<file path="src/rtl/fir_cas_pkg.sv">
// Shared definitions for the cascaded transposed-form 19-tap symmetric FIR:
// widths, the tap-to-product mapping and the coefficient list.
package fir_cas_pkg;

    localparam int PROD_W       = 20;
    localparam int ACC_W_DEF    = 24;
    localparam int OUT_W_DEF    = 20;
    localparam int FILL_LEN_DEF = 19;
    localparam int NUM_TAPS     = 19;
    localparam int NUM_REGS     = 18;

    typedef enum logic [3:0] {
        SRC_ZERO,
        SRC_P10,
        SRC_P11,
        SRC_P13,
        SRC_P15,
        SRC_P17,
        SRC_P19,
        SRC_NEG8,
        SRC_NEG12
    } prod_src_e;

    typedef struct packed {
        logic [PROD_W-1:0] p10;
        logic [PROD_W-1:0] p11;
        logic [PROD_W-1:0] p13;
        logic [PROD_W-1:0] p15;
        logic [PROD_W-1:0] p17;
        logic [PROD_W-1:0] p19;
        logic [PROD_W-1:0] neg8;
        logic [PROD_W-1:0] neg12;
    } prod_bus_t;

    // Index 0 is c1 ... index 18 is c19.
    localparam prod_src_e TAP_SRC [0:NUM_TAPS-1] = '{
        SRC_P19, SRC_ZERO, SRC_P17, SRC_ZERO, SRC_P15, SRC_P19, SRC_P13,
        SRC_NEG8, SRC_P11, SRC_P10, SRC_P11, SRC_NEG12, SRC_P13, SRC_P19,
        SRC_P15, SRC_ZERO, SRC_P17, SRC_ZERO, SRC_P19
    };

    localparam int COEF [0:NUM_TAPS-1] = '{
        1, 0, -3, 0, 13, 1, -40, -1, 157, 258, 157, -1, -40, 1, 13, 0, -3, 0, 1
    };

    function automatic logic [PROD_W-1:0] select_product(input prod_src_e src,
                                                         input prod_bus_t b);
        logic [PROD_W-1:0] r;
        r = '0;
        case (src)
            SRC_P10:   r = b.p10;
            SRC_P11:   r = b.p11;
            SRC_P13:   r = b.p13;
            SRC_P15:   r = b.p15;
            SRC_P17:   r = b.p17;
            SRC_P19:   r = b.p19;
            SRC_NEG8:  r = b.neg8;
            SRC_NEG12: r = b.neg12;
            default:   r = '0;
        endcase
        return r;
    endfunction

endpackage

</file>
<file path="src/rtl/cas_acc_stage.sv">
// One register of the transposed delay chain; adds its sign-extended tap
// product to the upstream chain value unless the tap coefficient is zero.
module cas_acc_stage
    import fir_cas_pkg::*;
#(
    parameter int ACC_W   = ACC_W_DEF,
    parameter bit HAS_TAP = 1'b1
) (
    input  logic              clk,
    input  logic              reset,
    input  logic              clear,
    input  logic              enable,
    input  logic [ACC_W-1:0]  chain_in,
    input  logic [PROD_W-1:0] tap,
    output logic [ACC_W-1:0]  chain_out
);

    logic [ACC_W-1:0] next_val;

    generate
        if (HAS_TAP) begin : g_tap
            assign next_val = chain_in + {{(ACC_W-PROD_W){tap[PROD_W-1]}}, tap};
        end else begin : g_pass
            logic unused_tap;
            assign unused_tap = ^tap;
            assign next_val   = chain_in;
        end
    endgenerate

    always_ff @(posedge clk) begin
        if (reset || clear) begin
            chain_out <= '0;
        end else if (enable) begin
            chain_out <= next_val;
        end
    end

endmodule

</file>
<file path="src/rtl/output_ctrl_cas.sv">
// FIR output stage: 18-register transposed accumulation chain, saturated
// registered output, and pipeline-fill valid flag.
module output_ctrl_cas
    import fir_cas_pkg::*;
#(
    parameter int ACC_W    = ACC_W_DEF,
    parameter int OUT_W    = OUT_W_DEF,
    parameter int FILL_LEN = FILL_LEN_DEF
) (
    input  logic                    clk,
    input  logic                    reset,
    input  logic                    clk_enable,
    input  logic                    flush,
    input  logic [PROD_W-1:0]       product10,
    input  logic [PROD_W-1:0]       product11,
    input  logic [PROD_W-1:0]       product13,
    input  logic [PROD_W-1:0]       product15,
    input  logic [PROD_W-1:0]       product17,
    input  logic [PROD_W-1:0]       product19,
    input  logic [PROD_W-1:0]       negproduct8,
    input  logic [PROD_W-1:0]       negproduct12,
    output logic signed [OUT_W-1:0] filter_out,
    output logic                    out_valid,
    output logic                    sat_flag
);

    localparam logic signed [ACC_W-1:0] SAT_MAX =
        {{(ACC_W-OUT_W+1){1'b0}}, {(OUT_W-1){1'b1}}};
    localparam logic signed [ACC_W-1:0] SAT_MIN =
        {{(ACC_W-OUT_W+1){1'b1}}, {(OUT_W-1){1'b0}}};
    localparam logic [4:0] FILL_MAX = 5'(FILL_LEN);

    prod_bus_t         prods;
    logic [PROD_W-1:0] tap_prod [0:NUM_TAPS-1];
    logic [ACC_W-1:0]  chain    [1:NUM_TAPS];

    assign prods = '{p10: product10, p11: product11, p13: product13,
                     p15: product15, p17: product17, p19: product19,
                     neg8: negproduct8, neg12: negproduct12};

    // chain[k] is s_k; chain[19] is the zero that feeds s18.
    assign chain[NUM_TAPS] = '0;

    generate
        for (genvar t = 0; t < NUM_TAPS; t++) begin : g_tapsel
            assign tap_prod[t] = select_product(TAP_SRC[t], prods);
        end
        for (genvar k = 1; k <= NUM_REGS; k++) begin : g_chain
            cas_acc_stage #(
                .ACC_W   (ACC_W),
                .HAS_TAP (TAP_SRC[k] != SRC_ZERO)
            ) u_stage (
                .clk       (clk),
                .reset     (reset),
                .clear     (flush),
                .enable    (clk_enable),
                .chain_in  (chain[k+1]),
                .tap       (tap_prod[k]),
                .chain_out (chain[k])
            );
        end
    endgenerate

    logic signed [ACC_W-1:0] y;
    logic [OUT_W-1:0]        sat_val;
    logic                    sat_hit;

    assign y = $signed(chain[1] + {{(ACC_W-PROD_W){tap_prod[0][PROD_W-1]}}, tap_prod[0]});

    always_comb begin
        sat_val = y[OUT_W-1:0];
        sat_hit = 1'b0;
        if (y > SAT_MAX) begin
            sat_val = SAT_MAX[OUT_W-1:0];
            sat_hit = 1'b1;
        end else if (y < SAT_MIN) begin
            sat_val = SAT_MIN[OUT_W-1:0];
            sat_hit = 1'b1;
        end
    end

    logic [4:0] fill_cnt;
    logic [4:0] fill_next;

    assign fill_next = (fill_cnt == FILL_MAX) ? fill_cnt : fill_cnt + 5'd1;

    always_ff @(posedge clk) begin
        if (reset || flush) begin
            fill_cnt   <= '0;
            filter_out <= '0;
            out_valid  <= 1'b0;
            sat_flag   <= 1'b0;
        end else if (clk_enable) begin
            fill_cnt   <= fill_next;
            filter_out <= sat_val;
            out_valid  <= (fill_next == FILL_MAX);
            sat_flag   <= sat_hit;
        end
    end

endmodule

</file>
<file path="config.mk">
export PLATFORM = sky130hd
export DESIGN_NAME = output_ctrl_cas
export DESIGN_NICKNAME = d
export VERILOG_FILES = /design/src/rtl/fir_cas_pkg.sv /design/src/rtl/cas_acc_stage.sv /design/src/rtl/output_ctrl_cas.sv
export SDC_FILE = /design/constraint.sdc
export NUM_CORES = 2
export LEC_CHECK = 0
export BUFFER_PORTS_ARGS = -buffer_cell sky130_fd_sc_hd__buf_4
export CORE_ASPECT_RATIO = 0.75
export CORE_MARGIN = 3
export CORE_UTILIZATION = 55
export CTS_BUF_LIST = sky130_fd_sc_hd__clkbuf_8 sky130_fd_sc_hd__clkbuf_16
export DETAILED_ROUTE_END_ITERATION = 16
export MAX_ROUTING_LAYER = met4
export PLACE_DENSITY = 0.7
export SYNTH_ARGS = -nofsm -noshare
export SYNTH_HDL_FRONTEND = slang
export SYNTH_SLANG_ARGS = --single-unit
</file>
<file path="constraint.sdc">
create_clock -name clk -period 4.7 [get_ports clk]
set_input_delay 0.705 -clock clk [delete_from_list [all_inputs] [get_ports clk]]
set_output_delay 0.705 -clock clk [all_outputs]
set_load 0.02 [all_outputs]
</file>
==> results.toml <==
[worst_setup_path]
endpoint_kind = "flop"
worst-path-buf-inv = 0
critPathTopFamily = "simple AND/OR/NAND/NOR gates"
ff2ff_setup_slack_ps = 750
crit_top_cell = "nand4_1"
criticalPathCategory = "flop to flop"
slowest_stage = "nor2_2"
worstPathCellList = "ha_1 -> nand2_1 -> o31ai_1 -> nand4_1 -> nand4_1 -> a2111oi_0 -> nor3_1 -> a41oi_2 -> nor2_2 -> a21oi_1"
startpoint_type = "flop"
worstPathRequired_ps = 5130
cp.arrival_ps = 4380
startpoint = "g_chain[1].u_stage.chain_out[4]"
slowest_delay_ps = 760
r2r_start = "g_chain[1].u_stage.chain_out[4]"
worstPathMaxFanout = 16

[die]
num_rows = 73
ioPinCount = 186
coreArea_mm2 = 0.05316
initial_utilization_pct = 55.79
die_h_um = 207.1
fp.dieArea_mm2 = 0.05677
die_w_um = 274.1

[cts]
clk_pin_slew_ps = 60
cts_made_buffers = 48
clkLatencyLatePin_ps = 590
hold_buffers = 0
post-cts-setup-buffers = 0
cts_sinks = 445
htree_levels = 2
cts.repair.resized = 0
cts_root_buffer = "clkbuf_16"
cts_tree = "done"
cts_buffer_depth = 3

[timing]
post-route-period-util_pct = 83.97
tightest_slew_ps = 1066
rsz0062_at_grt = "false"
worst_clock_skew_ps = 15.22
hold_viol = 0
max_freq_ghz = 0.2534
post-route-min-period_ps = 3947
report.final.slew_viol_count = 0
fin_tns_setup_ps = 0
setup_viol = 0
slew-limit-headroom_pct = 28.90

[route]
drt_iter0_drc = 2044
viasPerCell = 5.950
drt_wl_total_um = 82720
routedWlPerCell_um = 18.59
vias = 26484
ant_nets = 0
drcViolationCount = 0
drt_first_pass_iters = 5

[synth]
yosysWarnings = 0
yosysSeqAreaShare_pct = 30.04
syn_area_mm2 = 0.02966
synth.avg_cell_area_um2 = 8.312
async_flop_share_pct = 0
synth_top_area_cell = "dfxtp_1"
ys_seq_elements = 445
synth_top_area_share_pct = 30.04
synth_most_common_cell = "nor2_1"
synthCells = 3568
netlist_top_cells_count = "nor2_1, dfxtp_1, ha_1"
netlist_top_cells_area = "dfxtp_1, ha_1, mux2i_1, nor2_1, a21oi_1"
syn-num-nets = 4064
synth_edf_count = 0
synthDistinctLibCells = 81
ys.flop_type = "dfxtp_1"

[power]
leakagePower_uw = 0.01496
power-per-cell-area_mw_per_mm2 = 297.2
peakVddDrop_mv = 0.3143
total_power_uw = 9921

[grt]
track_usage_pct = 29.38
grt_pass1_vias = 25281
grt-ovfl-total = 0
antenna_found_initial = 3
grt_pass1_wl_um = 133000
grt_max_degree = 190

[cells_and_area]
final_area_mm2 = 0.03338
syn2layout_area_growth_pct = 12.56
fin_cells = 4451
drive_gt1_share_pct = 9.074
nNetsFinal = 4193

[place]
io_buffers = 185
place_area_mm2 = 0.03169
hpwl_um = 60830
gp_congestion = 0.9291
dpl.cell_count = 4359

[hold_path]
hold_start = "product19[11]"
min_path_type = "input pin to flop"

[flow_run]
maxCapViolCount = 0

[status]
run_status = "complete, no violations"
==> through the flow <==
stage | setup WS (ps) | hold slack [ps] | util [%]
floorplan | 1294 | 424.8 | -
global placement | 533.4 | 441.0 | 59.61
detailed placement | 330.4 | 447.2 | 59.61
CTS | 863.8 | 395.9 | 62.78
global route | 503.2 | 424.7 | 62.79
finish | 753.4 | 418.9 | 62.79
==> where the power goes <==
group / switching [uW] / internal, uW / total [uW]
logic: 1080 / 791 / 1870
registers: 86.9 / 3910 / 4000
clock network: 1640 / 2410 / 4050
total: 2810 / 7110 / 9920
==> layer usage <==
metal	wire (um)	track usage, %	part of all wire (%)	vias up
met3	5155	4.146	6.2	123
li1	-	-	-	13199
met1	40540	42.74	49	12438
met4	1872	7.080	2.3	0
met2	35150	42.93	42	724
met5	0	-	0	-
==> sequential cells by signal, indices dropped and copies added, names as in the netlist <==
signal,count
out_valid,1
fill_cnt,5
sat_flag,1
g_chain.u_stage.chain_out,418
filter_out,20
==> cells in the final DEF, fill, tap and decap left out, types with 13 or more instances in the layout <==
cell type and instances:
xor2_1 86, o21a_1 48, or2_2 13, o21bai_1 22, xnor2_1 126, buf_4 200, fa_1 14, nand4_1 26
dfxtp_1 445, ha_1 318, a31oi_1 35, clkbuf_16 49, mux2i_1 206, nor2_1 479, clkbuf_8 15, o21ai_0 212
inv_1 130, and2_1 13, nand2_1 226, nand3_1 81, o211ai_1 32, nand2b_1 29, a21o_1 75, a211oi_1 51
o31ai_1 24, or3_1 40, nor3_1 129, and3_1 33, a311oi_1 16, nor2b_1 51, nand3b_1 22, a21oi_1 271
==> layout make-up <==
class                   instances  area (um^2)
clock buffers                  64         1433
flip-flops and latches        445         8909
multi-input cells            2874        19820
fillers                      4658        19780
clock inverters                25        255.2
diodes                          3        7.507
repair buffers                205         1597
well taps                     712        890.9
inverters                     123        466.7
==> worst paths after layout <==
kind / depth (start not counted) / to
hold / removal: 3 / g_chain[18].u_stage.chain_out[11]
setup reg to reg: 10 / filter_out[4]
setup / recovery: 10 / filter_out[4]
hold reg to reg: 2 / g_chain[16].u_stage.chain_out[18]
==> logic make-up (layout without fill, tap and decap cells) <==
family	after synthesis	in the layout	synth area share (%)
muxes	206	206	6.953
adders and majority gates	332	332	14.36
DFF	445	445	30.04
other	0	3	0
and+or+nand+nor	1187	1187	18.48
buffers and inverters	249	417	3.194
xor gates and xnor gates	212	212	6.261
AOI/OAI and AO/OA	937	937	20.71
==> worst reg2reg max path: stages (launching register included) <==
cell,delay [ps]
dfxtp_1,320
ha_1,390
nand2_1,130
o31ai_1,700
nand4_1,280
nand4_1,200
a2111oi_0,110
nor3_1,570
a41oi_2,160
nor2_2,760
a21oi_1,150
No activity file was read; power rests on OpenSTA's default activity.
